===== src/rtl/nv_nvdla_cvif_read_ig_wrr_arb.sv =====
// Weighted round-robin read-ingress arbiter with a single output register.
// Define NVDLA_CVIF_RD_ARB_PERF_EN to build the per-source grant counters.
module nv_nvdla_cvif_read_ig_wrr_arb #(
  parameter int NUM_SRC = 10,
  parameter int PD_W    = 75,
  parameter int WT_W    = 8
) (
  input  logic                    nvdla_core_clk,
  input  logic                    nvdla_core_rstn,
  input  logic [NUM_SRC-1:0]      src_vld,
  input  logic [NUM_SRC*PD_W-1:0] src_pd,
  output logic [NUM_SRC-1:0]      src_rdy,
  input  logic [NUM_SRC*WT_W-1:0] reg2dp_wt,
  output logic                    arb_out_vld,
  output logic [PD_W-1:0]         arb_out_pd,
  output logic [3:0]              arb_out_id,
  input  logic                    arb_out_rdy,
  input  logic                    perf_clr,
  output logic [NUM_SRC*32-1:0]   dp2reg_gnt_cnt
);

  localparam int IW = (NUM_SRC > 1) ? $clog2(NUM_SRC) : 1;
  localparam int CW = WT_W + 1;

  typedef logic [CW-1:0] cr_t;

  cr_t              cred_q   [NUM_SRC];
  cr_t              cred_d   [NUM_SRC];
  cr_t              cred_eff [NUM_SRC];
  logic [IW-1:0]    last_q;
  logic [IW-1:0]    last_d;
  logic [IW-1:0]    win;
  logic [IW-1:0]    idx;
  logic             vld_q;
  logic             slot;
  logic             refill;
  logic             found;
  logic             any_gnt;
  logic [NUM_SRC-1:0] elig;
  logic [NUM_SRC-1:0] elig_eff;
  logic [NUM_SRC-1:0] gnt;
  logic [PD_W-1:0]  pd_sel;
  logic [PD_W-1:0]  pd_q;
  logic [3:0]       id_q;

  // Gating with reset keeps src_rdy low while reset is held.
  assign slot = (!vld_q || arb_out_rdy) && nvdla_core_rstn;

  always_comb begin
    elig = '0;
    for (int i = 0; i < NUM_SRC; i++) begin
      elig[i] = src_vld[i] && (cred_q[i] != '0);
    end
    refill = slot && (|src_vld) && !(|elig);
    for (int i = 0; i < NUM_SRC; i++) begin
      cred_eff[i] = cred_q[i];
      if (refill) begin
        if (reg2dp_wt[i*WT_W +: WT_W] == '0) begin
          cred_eff[i] = CW'(1);
        end else begin
          cred_eff[i] = CW'(reg2dp_wt[i*WT_W +: WT_W]);
        end
      end
    end
    // Refilled credits are all non-zero, so every requester qualifies.
    elig_eff = refill ? src_vld : elig;
  end

  always_comb begin
    win   = last_q;
    idx   = '0;
    found = 1'b0;
    for (int k = 1; k <= NUM_SRC; k++) begin
      idx = IW'((int'(last_q) + k) % NUM_SRC);
      if (!found && elig_eff[idx]) begin
        found = 1'b1;
        win   = idx;
      end
    end
  end

  assign any_gnt = slot && found;
  assign last_d  = any_gnt ? win : last_q;

  always_comb begin
    gnt    = '0;
    pd_sel = '0;
    for (int i = 0; i < NUM_SRC; i++) begin
      gnt[i] = any_gnt && (win == IW'(i));
      if (gnt[i]) begin
        pd_sel = src_pd[i*PD_W +: PD_W];
      end
    end
  end

  always_comb begin
    for (int i = 0; i < NUM_SRC; i++) begin
      cred_d[i] = cred_eff[i] - CW'(gnt[i]);
    end
  end

  assign src_rdy = gnt;

  always_ff @(posedge nvdla_core_clk or negedge nvdla_core_rstn) begin
    if (!nvdla_core_rstn) begin
      vld_q  <= 1'b0;
      last_q <= IW'(NUM_SRC - 1);
      for (int i = 0; i < NUM_SRC; i++) begin
        cred_q[i] <= '0;
      end
    end else if (slot) begin
      vld_q  <= any_gnt;
      last_q <= last_d;
      for (int i = 0; i < NUM_SRC; i++) begin
        cred_q[i] <= cred_d[i];
      end
    end
  end

  // Payload and id carry no reset; vld_q qualifies them.
  always_ff @(posedge nvdla_core_clk) begin
    if (any_gnt) begin
      pd_q <= pd_sel;
      id_q <= 4'(win);
    end
  end

  assign arb_out_vld = vld_q;
  assign arb_out_pd  = pd_q;
  assign arb_out_id  = id_q;

`ifdef NVDLA_CVIF_RD_ARB_PERF_EN
  logic [31:0] cnt_q [NUM_SRC];

  always_ff @(posedge nvdla_core_clk or negedge nvdla_core_rstn) begin
    if (!nvdla_core_rstn) begin
      for (int i = 0; i < NUM_SRC; i++) begin
        cnt_q[i] <= '0;
      end
    end else begin
      for (int i = 0; i < NUM_SRC; i++) begin
        if (perf_clr) begin
          cnt_q[i] <= '0;
        end else if (gnt[i] && (cnt_q[i] != '1)) begin
          cnt_q[i] <= cnt_q[i] + 32'd1;
        end
      end
    end
  end

  always_comb begin
    dp2reg_gnt_cnt = '0;
    for (int i = 0; i < NUM_SRC; i++) begin
      dp2reg_gnt_cnt[i*32 +: 32] = cnt_q[i];
    end
  end
`else
  logic perf_clr_unused;

  assign perf_clr_unused = perf_clr;
  assign dp2reg_gnt_cnt  = '0;
`endif

endmodule

===== config.mk =====
export PLATFORM = sky130hd
export DESIGN_NAME = nv_nvdla_cvif_read_ig_wrr_arb
export DESIGN_NICKNAME = d
export VERILOG_FILES = /design/src/rtl/nv_nvdla_cvif_read_ig_wrr_arb.sv
export SDC_FILE = /design/constraint.sdc
export NUM_CORES = 1
export LEC_CHECK = 0
export ABC_AREA = 0
export CAP_MARGIN = 20
export CORE_AREA = 5 5 491 493
export CTS_CLUSTER_DIAMETER = 100
export DETAILED_ROUTE_END_ITERATION = 10
export DIE_AREA = 0 0 496 498
export HOLD_SLACK_MARGIN = 0.05
export SKIP_LAST_GASP = 1
export SLEW_MARGIN = 20
export SYNTH_ARGS = -nofsm -noshare
export SYNTH_HDL_FRONTEND = slang
export SYNTH_SLANG_ARGS = --single-unit

===== constraint.sdc =====
create_clock -name nvdla_core_clk -period 16.5 [get_ports nvdla_core_clk]
set_clock_uncertainty 0.15 [all_clocks]
set_input_delay 4.95 -clock nvdla_core_clk [delete_from_list [all_inputs] [get_ports nvdla_core_clk]]
set_output_delay 4.95 -clock nvdla_core_clk [all_outputs]
set_load 0.02 [all_outputs]

[Yosys cells after proc, flatten, opt, wreduce, memory -nomap -nowiden]
Cells that the tools add are included.
Storage, ports and cells
  output and inout port bits: 410
  bits in read-only memories: 0
  memory bits (writable): 0
  bits in latches: 0
  memories kept: 0
  bits in registers: 174
  logic and storage cells: 203
Operators by class
  bitwise logic cells: 0
  divide/modulo/power cells: 10
  reduce and logical (&&, ||, !) cells: 69
  $lt $le $gt $ge: 10
  muxes and demuxes: 71
  equality and inequality tests: 9
  add/sub/neg operators: 20
  shifts and indexed selects: 0
  $mul: 0
Operator list (number)
  75-bit 2-to-1 mux: 10
  32-bit by 5-bit remainder unit with 32-bit output, second input constant: 10
  9-bit 2-to-1 mux: 10
  9-bit nonzero test: 10
  9-bit by 1-bit subtractor with 9-bit output: 10
  8-bit zero test: 10
  8-bit 2-to-1 mux: 10
  4-bit by 5-bit less-than comparator with 1-bit output, second input constant: 10
  1-bit binary-select mux with 4-bit select: 10
  4-bit 2-to-1 mux: 10
  1-bit logical AND: 33
  4-bit by 3-bit adder with 5-bit output, second input constant: 4
  1-bit 2-to-1 mux: 20
  10-bit OR reduction: 2
  4-bit by 3-bit == test with 1-bit output, second input constant: 4
  4-bit by 4-bit adder with 5-bit output, second input constant: 3
  1-bit zero test: 11
  4-bit by 2-bit adder with 5-bit output, second input constant: 2
  10-bit 2-to-1 mux: 1
  4-bit by 2-bit == test with 1-bit output, second input constant: 2
  4-bit == test, second input constant: 2
  4-bit by 1-bit adder with 5-bit output, second input constant: 1
  4-bit by 1-bit == test with 1-bit output, second input constant: 1
  4-bit zero test: 1
  other kinds (2): 2

[Depth between registers and ports, before layout]
Gate-level depths: netlist (run 1).
  depth after elaboration: 48
  mapped depth: 35
  gate-level depth less buffers: 29

[Worst setup path after synthesis (run 1)]
OpenSTA, ideal clock, no wires.
  path kind: input to output
  from: input port src_vld[2]
  to: output port src_rdy[7]
  data required time: 11.400 ns
  arrival time: 10.725 ns
  path buffers: 3
  setup slack: 0.675 ns
  cell stages on the path: 17
  cells stage by stage: inv_1 -> a41oi_1 -> or4_4 -> nor4b_4 -> buf_6 -> a311oi_1 -> or4_1 -> and4_4 -> and4_4 -> a21o_1 -> inv_1 -> o211ai_1 -> nor2_4 -> nand2_1 -> inv_2 -> buf_2 -> buf_2
Between the ends
  cells in the longest elaborated chain, start to end: 37
Ends and longest elaborated chain
  start, declared: line 10  | input logic [NUM_SRC-1:0] src_vld,
  1-bit logical AND: line 52  | elig[i] = src_vld[i] && (cred_q[i] != '0);
  10-bit OR reduction: line 54  | refill = slot && (|src_vld) && !(|elig);
  1-bit zero test: line 54
  1-bit logical AND: line 54
  10-bit 2-to-1 mux *: line 66  | elig_eff = refill ? src_vld : elig;
  1-bit binary-select mux with 4-bit select: line 75  | if (!found && elig_eff[idx]) begin
  1-bit 2-to-1 mux (not written as such): line 75
  1-bit 2-to-1 mux: line 75
  [22 not listed]
  1-bit logical AND: line 75
  1-bit 2-to-1 mux: line 75
  1-bit zero test: line 75
  1-bit logical AND: line 75
  1-bit 2-to-1 mux *: line 75
  1-bit logical AND *: line 82  | assign any_gnt = slot && found;
  via any_gnt: line 38  | logic any_gnt;
  1-bit logical AND *: line 89  | gnt[i] = any_gnt && (win == IW'(i));
  end, declared: line 12  | output logic [NUM_SRC-1:0] src_rdy,
Mark *: on every way through the listed nets, which the timed path passes. The rest lies on a longest branch. The select of a mux whose other input is x is not followed.

[Worst setup path in the final report (run 1)]
  from: input port src_vld[1]
  to: output port src_rdy[1]
Between the ends
  cells in the longest elaborated chain, start to end: 37
Ends and longest elaborated chain (line)
  1-bit logical AND: 52
  10-bit OR reduction: 54
  1-bit zero test: 54
  1-bit logical AND: 54
  10-bit 2-to-1 mux *: 66
  1-bit binary-select mux with 4-bit select: 75
  1-bit 2-to-1 mux (not written as such): 75
  1-bit 2-to-1 mux: 75
  [21 not listed]
  1-bit zero test: 75
  1-bit logical AND: 75
  1-bit 2-to-1 mux: 75
  1-bit zero test: 75
  1-bit logical AND: 75
  4-bit 2-to-1 mux or 1-bit 2-to-1 mux (tied branches): 75
  4-bit by 1-bit == test with 1-bit output or 1-bit logical AND (tied branches): 89, 82
  1-bit logical AND *: 89
Every way passes the cells marked *; elsewhere a longest branch is shown, timed or not. The select of a mux whose other input is x is not followed.

==> metrics.md, run 1 <==
| Metric | Value |
|---|---|
| Status | finished clean |
| Worst endpoint data arrival time | 10.99 ns |
| Max-slew violation count | 0 |
| Slew @ Worst Pin | 1.03 ns |
| Top cell type's share of synthesized area | 11.6% |
| Placer Congestion | 0.996 |
| IO Count | 1254 |
| Postcts setup bufs | 0 |
| Seq cells post-synth | 174 |
| Drt drc | 0 |
| Vias in the first global route | 25000 |
| Seq/Total Area, Yosys | 22.7% |
| PortBufs | 932 |
| EDFF count, synth | 79 |
| Clk buf depth | 2 |
| Final wirelength | 225000 µm |
| Post-DP HPWL | 195000 µm |
| Final Worst Setup Slack | 0.406 ns |
| Ratio of cells with drive above 1 in the final layout | 5.83% |
| Full die area | 0.247 mm² |
| Global-route wire length before repair | 277000 µm |
| Worst Hold Class | reg2reg |
| Root Buffer Master | clkbuf_16 |
| Fin nets | 4457 |
| Starting Density | 8.83% |
| Worst path required time | 11.40 ns |
| CTS clk-pin slew, worst paths | 0.08 ns |
| CTS Sinks | 174 |
| Chip Width | 496 µm |
| Largest net degree at the start of global routing | 82 |
| CTS tree | yes |
| Worst Setup Path Type | in2out |
| WL per Instance | 33.0 µm |
| Routed via count | 26800 |
| Clock Latency Late Sink | 0.55 ns |
| Setup TNS Final | 0 ns |
| Vias/cell | 3.92 |
| Row cnt | 179 |
| Endpoint type of the worst setup path | primary output |
| GR Overflow Total | 0 |
| Ys async rst share | 54.6% |
| Post-place setup slack | 0.376 ns |
| Drt first pass iters | 6 |
| Most area-consuming cells after synthesis | buf_4 (12%), edfxtp_1 (11%), dfrtp_1 (11%), nor3_1 (4.7%), nand2_1 (4.1%) |
| DR iter-0 viols | 3105 |
| Post_cts resized | 0 |
| CTS Hold Bufs | 0 |
| Num CTS Buffers | 17 |
| Synth area leader | buf_4 |
| Antenna Nets Post-Route | 0 |
| Fmax | 0.0621 GHz |
| Type of origin of the critical path | input pin |
| Post-synth cell types | 99 |
| Core area | 0.237 mm² |
| Period utilisation layout | 97.5% |
| Fillers | 27000 |
| Max Cap Viol | 0 |
| Layout area overhead | 62.9% |
| Critical-path maximum fanout | 18 |
| Final Hold Fails | 0 |
| Top FF cell, synth | dfrtp_1 |
| Initial antenna violation count | 209 |
| Gr usage total | 17.3% |
| Post-Syn Area | 0.0209 mm² |
| Htree depth | 4 |
| Final Setup Violations | 0 |
| RSZ-0062 raised after global routing | no |
| Post-Synthesis Cells | 2691 |
| Die Y | 498 µm |
| Yosys warnings | 0 |
| Post-Syn Area per Cell | 7.76 µm² |
| Slew headroom | 30.8% |
| Final worst path period need | 16.09 ns |
==> sequential cells by signal, summed over array words and instances (netlist names) <==
signal,cells
arb_out_vld,1
arb_out_pd,75
cred_q,90
last_q,4
arb_out_id,4
==> through the flow <==
step | hold WS (ns) | cells | instance area (µm²) | util, %
final | 0.352 | 6836 | 34000 | 14.4
after CTS | 0.358 | 6735 | 33800 | 14.3
after global routing | 0.378 | 6793 | 33900 | 14.3
after global placement | 0.329 | 6701 | 33200 | 14.0
after floorplan | 0.309 | 3010 | 22100 | -
after detailed placement | 0.339 | 6703 | 33200 | 14.0
==> cell usage after synthesis (11+ instances only) <==
cell type	number
o21ai_0	135
o32ai_1	31
a311oi_1	14
clkbuf_1	115
ha_1	58
buf_1	27
xnor2_1	34
a221oi_1	11
nor2_1	183
o2bb2ai_1	21
buf_2	35
o22ai_1	40
nor3_1	195
a32o_1	27
a2111oi_0	22
a211oi_1	72
nand2b_1	37
or3_1	13
o31ai_1	31
nand2_1	228
and2_1	18
inv_1	83
edfxtp_1	79
mux2i_1	81
o21ai_1	14
a21oi_1	140
o31a_1	15
buf_4	323
a31oi_1	27
a22o_1	23
o211a_1	12
a22oi_1	27
o221a_1	23
o2111ai_1	25
dfrtp_1	93
nand3_1	30
xor2_1	22
o211ai_1	31
a32oi_1	41
and3_1	35
nor4_1	38
==> path summary, 6_finish.rpt <==
kind,start,end,slack (ns),cells after the start
min in group asynchronous,nvdla_core_rstn,arb_out_vld,4.36,2
worst max register to register,last_q[2],cred_q[87],6.42,30
max in group asynchronous,nvdla_core_rstn,cred_q[74],10.51,3
worst min-delay path,cred_q[0],cred_q[0],0.35,2
worst min register to register,cred_q[0],cred_q[0],0.35,2
worst max-delay path,src_vld[1],src_rdy[1],0.41,17
==> layout by cell type (no fill, tap or decap), drive strengths merged, types with 37 or more instances in the layout <==
master	netlist	final
a211oi	73	73
a21oi	140	140
a32oi	41	41
buf	388	105
clkdlybuf4s50	0	924
conb	1	320
dfrtp	93	93
diode	0	101
edfxtp	79	79
ha	58	58
inv	90	96
mux2i	81	81
nand2	228	228
nand2b	37	37
nor2	186	186
nor3	197	197
nor4	38	38
o21ai	150	150
o22ai	40	40
==> critical path, cell delays in order <==
cell	delay, ns
clkdlybuf4s50_1	0.69
nor4_1	0.40
a311o_1	0.35
nor4b_4	0.08
buf_4	0.21
a211oi_1	0.84
nor3_1	0.11
o311ai_0	0.81
nand2_1	0.30
mux2i_1	0.26
a311oi_1	0.18
o21ai_2	0.21
buf_4	0.31
nand3_2	0.25
nor2_1	0.71
buf_12	0.20
buf_12	0.11
==> kinds of logic after synthesis <==
group	synth area share, %
AO/OA/AOI/OAI	30.3
AND/OR/NAND/NOR	19.7
buffers and inverters	16.8
flip-flops	22.7
multiplexers	4.37
adder cells (fa/ha/maj)	3.62
XOR/XNOR	2.48
other	0.0180
==> layout make-up <==
cell class	instances	area [µm²]	area share, %
multi-input combinational	2241	14000	41.1
clock inverter	15	166	0.489
clock buffer	17	425	1.25
tap	3167	3960	11.6
antenna	101	253	0.742
inverter	92	360	1.06
timing repair buffer	1029	10100	29.8
sequential	174	4750	14.0
==> metal layers <==
metal	track usage, %	part of all wire [%]
met3	6.34	9.8
met1	20.1	39
met2	28.7	47
met5	0	0.27
met4	7.01	4.3
Power of run 1 is left out: the tool's default activity adds up to more than one toggle a clock period on the data nets, which glitch-free logic cannot reach.
==> run 2: changes to the inputs <==
--- a/config.mk
+++ b/config.mk
@@ -8,7 +8,6 @@
 export ABC_AREA = 0
 export CAP_MARGIN = 20
 export CORE_AREA = 5 5 491 493
-export CTS_CLUSTER_DIAMETER = 100
 export DETAILED_ROUTE_END_ITERATION = 10
 export DIE_AREA = 0 0 496 498
 export HOLD_SLACK_MARGIN = 0.05
==> results of run 2 <==
No change in the layout: final DEF, timing and power equal those of run 1.
Power of run 2 is left out for the same reason.
